**config.mk**
```make
export PLATFORM = sky130hd
export DESIGN_NAME = rr_arbiter_8
export DESIGN_NICKNAME = d
export VERILOG_FILES = /design/src/rtl/rr_arbiter_8.sv
export SDC_FILE = /design/constraint.sdc
export NUM_CORES = 1
export LEC_CHECK = 0
export ABC_AREA = 1
export CORE_MARGIN = 1
export CORE_UTILIZATION = 45
export DETAILED_ROUTE_END_ITERATION = 10
export PLACE_DENSITY = 0.7
export SLEW_MARGIN = 20
export SYNTH_ARGS = -nofsm -noshare
export SYNTH_HDL_FRONTEND = slang
export SYNTH_SLANG_ARGS = --single-unit
```
**constraint.sdc**
```tcl
create_clock -name clk -period 3.8 [get_ports clk]
set_clock_uncertainty 0.2 [all_clocks]
set_input_delay 0.76 -clock clk [delete_from_list [all_inputs] [get_ports clk]]
set_output_delay 0.76 -clock clk [all_outputs]
set_load 0.1 [all_outputs]
```
**src/rtl/rr_arbiter_8.sv**
```systemverilog
// Round-robin arbiter for 8 requesters: rotating-priority selection, registered
// grant held until done, request drop, or hold timeout.
module rr_arbiter_8 #(
  parameter int unsigned N        = 8,
  parameter int unsigned IDW      = 3,
  parameter int unsigned MAX_HOLD = 16
) (
  input  logic           clk,
  input  logic           rst,
  input  logic [N-1:0]   req,
  input  logic           done,
  output logic [N-1:0]   gnt,
  output logic [IDW-1:0] gnt_id,
  output logic           gnt_valid,
  output logic           timeout
);

  typedef enum logic {IDLE, GRANT} state_t;

  localparam int unsigned CW = (MAX_HOLD < 2) ? 1 : $clog2(MAX_HOLD);
  localparam logic [CW-1:0] HOLD_LAST = CW'(MAX_HOLD - 1);

  state_t         state, state_n;
  logic [IDW-1:0] ptr, ptr_n, id_n, pick;
  logic [CW-1:0]  cnt, cnt_n;
  logic [N-1:0]   gnt_n, masked;
  logic           valid_n, timeout_n;
  logic           hold_exp, release_now;

  function automatic logic [IDW-1:0] lowest(input logic [N-1:0] v);
    lowest = '0;
    for (int unsigned i = N; i > 0; i--)
      if (v[i-1]) lowest = IDW'(i - 1);
  endfunction

  // Requests at or above ptr take precedence; fall back to the full vector to wrap.
  assign masked = req & ({N{1'b1}} << ptr);
  assign pick   = (masked != '0) ? lowest(masked) : lowest(req);

  assign hold_exp    = (MAX_HOLD != 0) && (cnt == HOLD_LAST);
  assign release_now = done || !req[gnt_id] || hold_exp;

  always_comb begin
    state_n   = state;
    ptr_n     = ptr;
    cnt_n     = cnt;
    gnt_n     = gnt;
    id_n      = gnt_id;
    valid_n   = gnt_valid;
    timeout_n = 1'b0;
    case (state)
      IDLE: begin
        if (req != '0) begin
          state_n = GRANT;
          gnt_n   = N'(1) << pick;
          id_n    = pick;
          valid_n = 1'b1;
          cnt_n   = '0;
        end
      end
      GRANT: begin
        if (cnt != '1) cnt_n = cnt + 1'b1;
        if (release_now) begin
          state_n   = IDLE;
          gnt_n     = '0;
          id_n      = '0;
          valid_n   = 1'b0;
          ptr_n     = (gnt_id == IDW'(N - 1)) ? '0 : gnt_id + 1'b1;
          // Only a pure hold-limit release is reported as a timeout.
          timeout_n = !done && req[gnt_id];
        end
      end
      default: state_n = IDLE;
    endcase
  end

  always_ff @(posedge clk or posedge rst) begin
    if (rst) begin
      state     <= IDLE;
      ptr       <= '0;
      cnt       <= '0;
      gnt       <= '0;
      gnt_id    <= '0;
      gnt_valid <= 1'b0;
      timeout   <= 1'b0;
    end else begin
      state     <= state_n;
      ptr       <= ptr_n;
      cnt       <= cnt_n;
      gnt       <= gnt_n;
      gnt_id    <= id_n;
      gnt_valid <= valid_n;
      timeout   <= timeout_n;
    end
  end

endmodule

```
==> results of run 1 <==
-- through the flow --
| stage | total power, mW | instances | utilization [%] | setup slack [ns] |
|---|---|---|---|---|
| floorplan | 1.09 | 173 | - | 1.57 |
| global placement | 1.25 | 222 | 56.5 | 1.20 |
| detailed placement | 1.26 | 222 | 56.5 | 1.19 |
| CTS | 1.37 | 226 | 57.4 | 0.895 |
| global route | 1.45 | 226 | 57.4 | 0.850 |
| finish | 1.36 | 226 | 57.4 | 0.893 |
-- area by class of cell --
class / instances / area [µm²]
fill: 252 / 1190
multi-input combinational: 131 / 733
clock buffer: 4 / 26.3
tap: 31 / 38.8
sequential: 21 / 526
timing repair buffer: 23 / 228
inverter: 16 / 60.1
-- registers in the layout (all words and copies together) (netlist names) --
name and flops:
cnt 4, gnt 8, timeout 1, gnt_id 3, ptr 3, gnt_valid 1, state 1
-- worst reg2reg max path, cell delays in order, from the launching register on --
cell and delay [ns]:
dfrtp_1 0.42, ha_1 0.22, nand2_1 0.09, nor2_1 0.06, nand2_1 0.39, nand2_2 0.16, nand2_1 0.08, o21ai_0 0.07
-- kinds of logic (layout without fill, tap and decap cells) --
| kind of cell | after synthesis | in the layout | synth area share [%] |
|---|---|---|---|
| AOI/OAI and AO/OA | 22 | 22 | 9.97 |
| adders and majority gates | 3 | 3 | 2.77 |
| and+or+nand+nor | 106 | 106 | 41.4 |
| buffers and inverters | 21 | 43 | 7.11 |
| DFF | 21 | 21 | 38.8 |
-- placed cells by master, fill, tap and decap left out, types with 2 or more instances in the layout --
master,n
nand3_1,15
nand2_4,2
o21ai_0,6
a21oi_1,7
nand4_1,16
ha_1,3
o211ai_1,2
dfrtp_1,21
o21bai_1,2
clkbuf_4,3
clkdlybuf4s50_1,22
nand2_2,3
o21ai_1,3
inv_2,5
nor3_1,2
nor2_2,6
nor2_1,11
nand2_1,42
nand3_2,3
inv_1,11
-- final timing paths --
path	start	cells past startpoint	slack, ns	end
min in group asynchronous	rst	2	0.69	gnt[5]$_DFFE_PP0P_
hold / removal	gnt_valid$_DFFE_PP0P_	2	0.31	gnt_valid$_DFFE_PP0P_
hold reg to reg	gnt_valid$_DFFE_PP0P_	2	0.31	gnt_valid$_DFFE_PP0P_
setup / recovery	gnt_id[1]$_DFFE_PP0P_	1	0.89	gnt_id[1]
max in group asynchronous	rst	2	2.23	gnt_id[1]$_DFFE_PP0P_
setup reg to reg	cnt[0]$_DFFE_PP0P_	7	2.00	ptr[2]$_DFFE_PP0P_
-- report_power, final --
| part | internal, mW | switching (mW) | leakage [nW] | total, mW |
|---|---|---|---|---|
| Combinational | 0.225 | 0.629 | 0.475 | 0.854 |
| Sequential | 0.301 | 0.0963 | 0.274 | 0.398 |
| Clock | 0.0409 | 0.0638 | 0.0150 | 0.105 |
| Total | 0.567 | 0.789 | 0.763 | 1.36 |
-- layer usage --
layer	vias up	global-route usage, %
li1	638	-
met1	566	27.5
met2	48	33.7
met3	9	2.07
met4	0	6.27
met5	-	0
==> flow_summary.ini, run 1 <==
[worst_setup_path]
path_cells = clkdlybuf4s50_1
cp_num_buf_inv = 1
max_stage_delay_ns = 1.18
critical_path_class = reg -> out
crit_family = buffers and inverters
start_kind = flop
cp.required_ns = 2.84
critPathSlowestCell = clkdlybuf4s50_1
cp-end-kind = output port
worstPathMaxFanout = 7
cp_data_arrival_time_ns = 1.95

[yosys]
synth_common_cells = nand2_1 (42), dfrtp_1 (21), nand4_1 (16)
synth.cell_area_um2 = 1360
ys_seq_elements = 21
ys_seq_area_share_pct = 38.8
synth_edf_count = 0
synth_nets = 187
yosysMostFrequentCell = nand2_1
syn_avg_cell_area_um2 = 7.83
ys_types = 29
synth_cells = 173
synth_top_area_share_pct = 38.8
synth_warnings = 0
synth_largest_area_cell = dfrtp_1
synthArstFlopShare_pct = 100
ys.flop_type = dfrtp_1
synth_top_cells_by_area = dfrtp_1 (39%), nand2_1 (12%), nand4_1 (7.4%)

[power_and_ir_drop]
powerDensity_nw_per_um2 = 842
vdd_ir_drop_max_v = 0.000438
leakagePower_nw = 0.763

[status]
run_status = finished, violations left
violations = DRC

[worst_hold_path]
min_path_type = reg -> reg

[timing]
period_minus_slack_ns = 2.91
fin_crit_sh_pct = 76.5
holdWs_ns = 0.309
worst_slew_pin_slew_ns = 0.974
finalMaxSlewViolations = 0
fmax_ghz = 0.344
rsz0062_at_grt = no
setup_viol = 0
tns_ns = 0
finalHoldViolCount = 0
slew_headroom_pct = 34.9

[grt]
grt_pass1_wl_um = 5180
grt_pass1_vias = 1202
overflow = 0
grt_use_total_pct = 20.2
grt_max_degree = 22
antenna_found_initial = 0

[detailed_routing]
wl_met3_um = 162
drc = 6
ant_nets = 0
vias = 1261
routed_wirelength_um = 2920
wl_met1_um = 1300
drt_iter0_drc = 70
post_drt_wl_per_cell_um = 12.9
vias_per_cell = 5.58
routed.top_layer = met4
drt_pass1_iterations = 8
wl_met2_um = 1400

[floorplanning]
rows = 19
die_area_um2 = 3230
die_height_um = 56.9
die_w_um = 56.9
placeableCoreArea_um2 = 2810
io_pins = 24
initial_utilization_pct = 48.3

[clock_network]
cts_tree = yes
numClockSinks = 21
ctsHoldBuffers = 0
clkSlewWorstSetupHoldPaths_ns = 0.11
clockBufferDepth = 2
cts-root-buf = clkbuf_4
cts_resized = 0
cts_setup_buffers = 0
clk_latency_ns = 0.30
htreeDepth = 1
numCtsBuffers = 3

[placement]
dpl.hpwl_um = 2280
port_buffers = 23
place_congestion = 0.870
place_area_um2 = 1590

[cells_and_area]
finalNetCount = 210
final_cell_area_um2 = 1610
syn2layout_area_growth_pct = 18.9
n_antenna_cell = 0
drive_gt1_share_pct = 14.9

[job]
max_cap_violations = 0
Power figures use the tool's default switching activity.
==> run 2: changes to the inputs <==
Settings changed: PLACE_DENSITY 0.7 to 0.73.
Clock period 3.8 ns to 2.6 ns, I/O delays scaled along.
==> run 2 against run 1 <==
Net effect:
- first-iteration DRC count rose by 30%
- largest cell class unchanged
- critical path depth up 9
- flip-flop and latch count stayed put
- worst hold slack better by 0.0093 ns
- clock power rose by 50%
- total power is 46% higher
- the flow still finishes with violations (DRC)
- via count grew 0.24%
- sequential power up 49%
- global-route usage is 1.4 points higher
- sequential share of layout area increased by 0.59 points
==> flow_summary.ini, run 2 (synthesized netlist as in run 1, its figures left out) <==
[status]
run_status = finished, violations left
violations = DRC

[cells_and_area]
n_antenna_cell = 0
layout_common_cells = nand2_1 (42), dfrtp_1 (21), nand4_1 (16), nand3_1 (15), buf_4 (13)
syn2layout_area_growth_pct = 16.8
largest_reg_flops = 8
final_cell_area_um2 = 1580
drive_gt1_share_pct = 21.5
stdcell_count = 226
finalCoreUtilization_pct = 56.4
n_fill_cell = 269
final_common_cell = nand2_1
reg_top3 = gnt x8, cnt x4
register_area_um2 = 526
multi_input_area_um2 = 733
finalNetCount = 210
top_register = gnt

[placement]
port_buffers = 23
post-place-ws_ns = 0.225
place_congestion = 0.889
dpl.hpwl_um = 2320
place_area_um2 = 1560
placed_cells = 222

[worst_setup_path]
cp-end-kind = flop
cp_data_arrival_time_ns = 2.06
start_kind = input pin
cp.required_ns = 2.60
worstPathMaxFanout = 14
critical_path_class = in -> reg

[grt]
grt_max_degree = 22
antenna_found_initial = 0
grt_pass1_wl_um = 5460
grt_use_total_pct = 21.6
overflow = 0
grt_pass1_vias = 1260

[timing]
slew_headroom_pct = 47.6
setup_ws_ns = 0.533
period_minus_slack_ns = 2.07
worst_slew_pin_slew_ns = 0.785
rsz0062_at_grt = no
finalMaxSlewViolations = 0
setup_viol = 0
finalHoldViolCount = 0
fin_crit_sh_pct = 79.5
fmax_ghz = 0.484
tns_ns = 0

[detailed_routing]
vias = 1264
drt_pass1_iterations = 7
ant_nets = 0
drt_iter0_drc = 91
vias_per_cell = 5.59
drc = 2
post_drt_wl_per_cell_um = 13.4
routed_wirelength_um = 3030

[clock_network]
cts_tree = yes
cts_setup_buffers = 0
numCtsBuffers = 3
cts_resized = 0
cts-root-buf = clkbuf_4
htreeDepth = 1
ctsHoldBuffers = 0
clk_latency_ns = 0.31
numClockSinks = 21
clkSlewWorstSetupHoldPaths_ns = 0.11
clockBufferDepth = 2

[worst_hold_path]
min_path_type = reg -> reg

[floorplanning]
initial_utilization_pct = 48.3
die_area_um2 = 3230
io_pins = 24
placeableCoreArea_um2 = 2810
rows = 19
die_height_um = 56.9
die_w_um = 56.9

[power_and_ir_drop]
vdd_ir_drop_max_v = 0.000863
leakagePower_nw = 0.786
powerDensity_nw_per_um2 = 1250

[job]
max_cap_violations = 0
run 2: area by class of cell:
class / instances / area share [%]
multi-input combinational: 131 / 46.3
timing repair buffer: 23 / 12.5
clock inverter: 1 / 0.316
tap: 31 / 2.45
sequential: 21 / 33.2
inverter: 16 / 3.79
clock buffer: 3 / 1.42
run 2: stage by stage:
stage | hold slack (ns) | power, mW
6_report | 0.318 | 1.99
5_1_grt | 0.363 | 2.13
4_1_cts | 0.323 | 1.99
3_5_place_dp | 0.295 | 1.83
3_3_place_gp | 0.283 | 1.81
2_1_floorplan | 0.268 | 1.60
run 2: final timing paths:
| kind | start | end | slack (ns) | cells past startpoint |
|---|---|---|---|---|
| worst min register to register | cnt[1]$_DFFE_PP0P_ | cnt[1]$_DFFE_PP0P_ | 0.32 | 2 |
| min in group asynchronous | rst | gnt[5]$_DFFE_PP0P_ | 0.44 | 2 |
| worst max register to register | gnt_id[0]$_DFFE_PP0P_ | ptr[2]$_DFFE_PP0P_ | 0.74 | 8 |
| max in group asynchronous | rst | cnt[2]$_DFFE_PP0P_ | 1.27 | 2 |
| worst min-delay path | cnt[1]$_DFFE_PP0P_ | cnt[1]$_DFFE_PP0P_ | 0.32 | 2 |
| worst max-delay path | req[1] | ptr[2]$_DFFE_PP0P_ | 0.53 | 10 |
run 2: worst max-delay path: stages:
cell and delay (ns):
clkdlybuf4s50_1 0.51, inv_1 0.10, a21oi_1 0.12, o21ai_0 0.11
nand3b_1 0.12, nand3b_2 0.14, nand2_4 0.18, nand2_2 0.11
nand2_1 0.09, o21ai_0 0.07
run 2: metal layers:
layer  global-route usage, %  part of all wire, %
met1                    29.9                   45
met2                    35.5                   48
met3                    1.61                  6.0
met4                    7.67                 0.76
met5                       0                    0
run 2: where the power goes:
part | switching, mW | internal (mW) | leakage, nW
logic | 0.925 | 0.310 | 0.495
registers | 0.152 | 0.440 | 0.274
clock network | 0.101 | 0.0575 | 0.0177
==> run 3: changes to the inputs <==
Clock period 2.6 ns to 1.78 ns, I/O delays scaled along.
==> run 3 against run 2 <==
Net effect:
- the flow still finishes with violations (DRC)
- wire length grew 22%
- sequential power grew 61%
- combinational power grew 110%
- register-to-register slack lost 0.67 ns
- non-clock buffer count grew 17
- worst hold slack lost 0.15 ns
- critical path depth is the same
- count of clock-buffer cells in the layout grew 1
- global-route usage grew 0.61 points
- cell count grew 7.5%
- total power grew 87%
- critical endpoint is now gnt[0]$_DFFE_PP0P_
- largest cell class unchanged
==> flow_summary.ini, run 3 (synthesized netlist as in run 1, its figures left out) <==
[timing]
setup_viol = 0
fmax_ghz = 0.584
holdWs_ns = 0.168
finalMaxSlewViolations = 0
finalHoldViolCount = 0
worst_slew_pin_slew_ns = 0.361
period_minus_slack_ns = 1.71
fin_crit_sh_pct = 96.3
slew_headroom_pct = 76.0

[worst_setup_path]
crit_end = gnt[0]$_DFFE_PP0P_
cpMostUsedCell = nand2_1
cp-end-kind = flop
rr_worst_depth = 10
max_stage_delay_ns = 0.45
cp.required_ns = 1.77
r2r_end = gnt[0]$_DFFE_PP0P_
r2r_start = ptr[2]$_DFFE_PP0P_
cp_data_arrival_time_ns = 1.70
worstPathMaxFanout = 6
critPathSlowestCell = dfrtp_1
path_cells = inv_4, nand3_2, nand2_1, inv_1, nand2_1, nand2_1, nand2_2, inv_4, nand4_1, nand2_1
critical_path_class = reg -> reg
crit_start = ptr[2]$_DFFE_PP0P_
start_kind = flop
ff2ff_setup_slack_ns = 0.07

[placement]
placed_cells = 236
place_area_um2 = 1860
place_congestion = 0.879
dpl.hpwl_um = 2660
port_buffers = 23

[clock_network]
clk_latency_ns = 0.29
clkSlewWorstSetupHoldPaths_ns = 0.11
numCtsBuffers = 3
numClockSinks = 21
cts_tree = yes
cts-root-buf = clkbuf_4
htreeDepth = 1
clockBufferDepth = 2

[cells_and_area]
n_antenna_cell = 0
drive_gt1_share_pct = 35.8
stdcell_count = 243
final_cell_area_um2 = 2030
top_register = gnt
finalCoreUtilization_pct = 72.4
syn2layout_area_growth_pct = 49.9
reg_top3 = gnt x8, cnt x4
final_common_cell = nand2_1
layout_common_cells = nand2_1 (40), nand4_1 (16), dfrtp_1 (16), buf_4 (16), buf_12 (14)
finalNetCount = 227
largest_reg_flops = 8
n_fill_cell = 197

[power_and_ir_drop]
p_total_mw = 3.70
powerDensity_nw_per_um2 = 1820
leakagePower_nw = 0.977
vdd_ir_drop_max_v = 0.00130

[floorplanning]
die_area_um2 = 3230
die_height_um = 56.9
io_pins = 24
rows = 19
die_w_um = 56.9
initial_utilization_pct = 48.3
placeableCoreArea_um2 = 2810

[grt]
overflow = 0
grt_use_total_pct = 22.2
grt_pass1_vias = 1299
grt_pass1_wl_um = 5660
antenna_found_initial = 0
grt_max_degree = 22

[worst_hold_path]
min_path_type = in -> async

[detailed_routing]
post_drt_wl_per_cell_um = 15.2
drc = 2
drt_iter0_drc = 73
vias_per_cell = 5.74
ant_nets = 0
routed_wirelength_um = 3680
vias = 1394
drt_pass1_iterations = 7

[job]
max_cap_violations = 0

[status]
run_status = finished, violations left
violations = DRC
[run 3: changes by cell type in the layout (fill, tap and decap cells not counted), sizes merged]
| cell | before | now |
|---|---|---|
| buf | 13 | 30 |
| clkbuf | 3 | 4 |
| clkdlybuf4s50 | 10 | 2 |
| clkinv | 1 | 0 |
| dlygate4sd2 | 0 | 2 |
| dlymetal6s2s | 0 | 6 |
[run 3: layout make-up]
class / count / area (µm²) / share of cell area [%]
Clock buffer: 4 / 26.3 / 1.29
Sequential cell: 21 / 534 / 26.3
Timing Repair Buffer: 40 / 513 / 25.3
Inverter: 16 / 67.6 / 3.33
Multi-Input combinational cell: 131 / 851 / 41.9
Tap cell: 31 / 38.8 / 1.91
[run 3: routing by layer]
layer / part of all wire (%) / vias to the layer above / global-route usage [%] / wire length (µm)
met5: 0 / - / 0 / 0
met4: 0.84 / 0 / 4.18 / 31
met3: 4.6 / 4 / 2.30 / 169
met2: 55 / 44 / 41.3 / 2020
met1: 40 / 672 / 27.7 / 1460
li1: - / 674 / - / -
[run 3: report_power, final]
part / switching [mW] / leakage, nW / internal [mW]
Clock: 0.136 / 0.0150 / 0.0871
Sequential: 0.291 / 0.267 / 0.660
Combinational: 1.57 / 0.694 / 0.958
[run 3: how the worst min path moves through the flow]
stage | endpoint | slack, ns | from | cells after the start
finish | gnt[7]$_DFFE_PP0P_ | 0.17 | rst | 3
floorplan | cnt[0]$_DFFE_PP0P_ | 0.13 | rst | 1
detailed placement | cnt[1]$_DFFE_PP0P_ | 0.31 | cnt[1]$_DFFE_PP0P_ | 2
global placement | cnt[1]$_DFFE_PP0P_ | 0.29 | cnt[1]$_DFFE_PP0P_ | 2
global route | gnt[7]$_DFFE_PP0P_ | 0.22 | rst | 3
CTS | gnt[7]$_DFFE_PP0P_ | 0.18 | rst | 3
[run 3: per-stage QoR]
step | worst slack (ns) | TNS, ns
global route | -0.0321 | -0.106
floorplan | -0.0591 | -0.588
finish | 0.0663 | 0
global placement | -0.319 | -5.08
detailed placement | -0.321 | -5.49
CTS | 0.000104 | 0
[run 3: critical path: cells and delay by family (launching register included)]
family        cells  cell delay (ns)
simple gates      7             0.70
flops             1             0.45
buf+inv           3             0.26
[run 3: timing repair]
action / 4_1_cts / 5_1_grt
gates resized for setup: 6 / 29
setup endpoints to repair: 3 / 17
hold buffers: 0 / 0
setup buffers: 0 / 3
pin swaps: 1 / 10
==> RTL edit: new RTL, settings of run 2 <==
Reset style: synchronous (`rst`), changed in one clocked block.
--- a/src/rtl/rr_arbiter_8.sv
+++ b/src/rtl/rr_arbiter_8.sv
@@ -76,3 +76,3 @@
 
-  always_ff @(posedge clk or posedge rst) begin
+  always_ff @(posedge clk) begin
     if (rst) begin
Check against the original RTL: differs if rst is asserted again (counterexample within 4 cycles, from zero or initial values and one cycle with rst high); with rst held inactive, the same outputs for 10 cycles.
==> RTL edit against run 2 <==
Routed wire length is 5.2% lower. Die area fell by 10%. Worst setup slack worse by 0.18 ns. Core utilization rose by 1.9 points. Synthesized area decreased by 11%. Sequential cell count did not move. Cell area fell by 7.9%. Critical endpoint is now ptr[2]. Final cell count increased by 3.1%.
Power is not compared: it rests on default switching activity, and its combinational part moved more than twofold at a synthesized area within 25%.
==> RTL edit: results (changes against run 2) <==
status finished clean; unique cell type count in the Yosys netlist 22 (-24%); dpl hpwl 2.26 mm (-2.8%); critical path fanouts, max 15 (+1); top cells by area, synth dfxtp_1 (35%), nand2_1 (12%), nand3_1 (10%); DR iter-0 viols 10 (-89%); routed length per instance 12.3 µm (-8.0%); Hold Path Class reg2reg; Worst R2R Path Depth 6 (-2); routing usage on met2 40.7% (+5.2 points); Setup TNS 0 ns (unchanged); yosys synthesis warning count 0 (unchanged); hold_sp cnt[3]; routing usage on met1 27.0% (-2.9 points); cells resized by post-CTS repair 0 (unchanged); Max IR drop VDD just over 0.0004 V; Vias 1225 (-3.1%); Main synth FF type dfxtp_1; Synth top cells by count nand2_1 (40), nand3_1 (25), a21oi_1 (21), dfxtp_1 (21), inv_1 (21); H-tree Lvls 1 (unchanged); grt total ovfl 0 (unchanged); GR Util met3 1.69% (+0.082 points); Total Routing Usage GR 22.5% (+0.93 points); CP endpoint ptr[2]; FF-to-FF Start gnt_id[0]; IO Port Bufs 23 (unchanged); clk_lat worst skew roughly 0.30 ns; largest net degree at the start of global routing 16 (-27%); critical path arrival 2.28 ns (+0.22 ns); Post-CTS Setup Inserts 0 (unchanged); sequential share of the synthesized area 34.7% (-4.0 points); drt pass-1 iters 4 (-3); layout cells sized above 1 15.8% (-5.8 points); Fillers 264 (-1.9%); Antenna Diode Count 0 (unchanged); Largest regs gnt: 8 flops, cnt: 4 flops; root buffer cell clkbuf_4; post-place instance area 0.00143 mm² (-8.0%); clock buffer depth 2 (unchanged); clk slew on worst S/H paths 0.11 ns (about the same); Net Count, Synth 192 (+2.7%); CTS Buf Count 3 (unchanged); initial antenna violation count 0 (unchanged); nets 218 (+3.8%); gpl congestion 0.822 (-7.6%); P_leak between 0.6 and 0.7 nW; vias in the first global route 1112 (-12%); first-pass GRT wire length 4.64 mm (-15%); r2r setup slk 0.63 ns (-0.11 ns); Async SR Flop Fraction 0% (-100 points); crit path from req[7]; worst-margin pin slew 0.410 ns (-0.376 ns)
-- RTL edit: cell types whose count changed after synthesis, moves of 5 or more --
cell	delta
dfrtp_1	-21
dfxtp_1	+21
a21oi_1	+14
inv_1	+10
nand3_1	+10
nand4_1	-10
nor2_2	-5
-- RTL edit: per-layer routing --
layer / share of wire (%) / vias to the layer above
met3: 1.8 / 4
met1: 47 / 560
met2: 49 / 15
met5: 0 / -
li1: - / 646
met4: 1.4 / 0
-- RTL edit: area by class of cell --
class                           count  area [µm²]  area share [%]
Multi-Input combinational cell    129         666            45.7
Sequential cell                    21         420            28.8
Timing Repair Buffer               26         220            15.1
Inverter                           23        86.3            5.92
Tap cell                           30        37.5            2.58
Clock buffer                        3        22.5            1.55
Clock inverter                      1        5.00           0.343
-- RTL edit: how the worst min path moves through the flow --
stage / slack, ns / end / depth (start not counted)
detailed placement: 0.26 / cnt[3] / 2
finish: 0.27 / cnt[3] / 2
floorplan: 0.24 / cnt[3] / 2
global placement: 0.25 / cnt[3] / 2
global route: 0.31 / cnt[3] / 2
CTS: 0.28 / cnt[3] / 2
-- RTL edit: where the power goes --
part	total (W)	switching (W)	internal, W
Clock	0.000158	0.000100	0.0000574
Combinational	0.000287	0.000207	0.0000801
Sequential	0.000371	0.0000266	0.000344
Total	0.000815	0.000333	0.000482
-- RTL edit: metrics by stage --
stage | std cells | setup WS, ns | power [W] | hold slack [ns]
2_1_floorplan | 178 | 0.226 | 0.000596 | 0.239
3_3_place_gp | 229 | 0.0530 | 0.000661 | 0.251
3_5_place_dp | 229 | 0.0387 | 0.000665 | 0.262
4_1_cts | 233 | 0.355 | 0.000822 | 0.280
5_1_grt | 233 | 0.193 | 0.000866 | 0.307
6_report | 233 | 0.358 | 0.000815 | 0.273
-- RTL edit: kinds of logic after synthesis --
kind of cell,count (synthesis),synth area share [%]
buffers and inverters,28,10.2
adder cells (fa/ha/maj),3,3.10
AO/OA/AOI/OAI,36,17.0
AND/OR/NAND/NOR,90,35.0
flip-flops,21,34.7
-- RTL edit: worst max-delay path, stage by stage --
cell and delay (ns):
clkdlybuf4s50_1 0.55, inv_1 0.12, nand2_1 0.07, o211ai_1 0.08, nand3_1 0.12, nand3_2 0.13
o21ai_4 0.35, nand2_1 0.17, o21ai_0 0.17
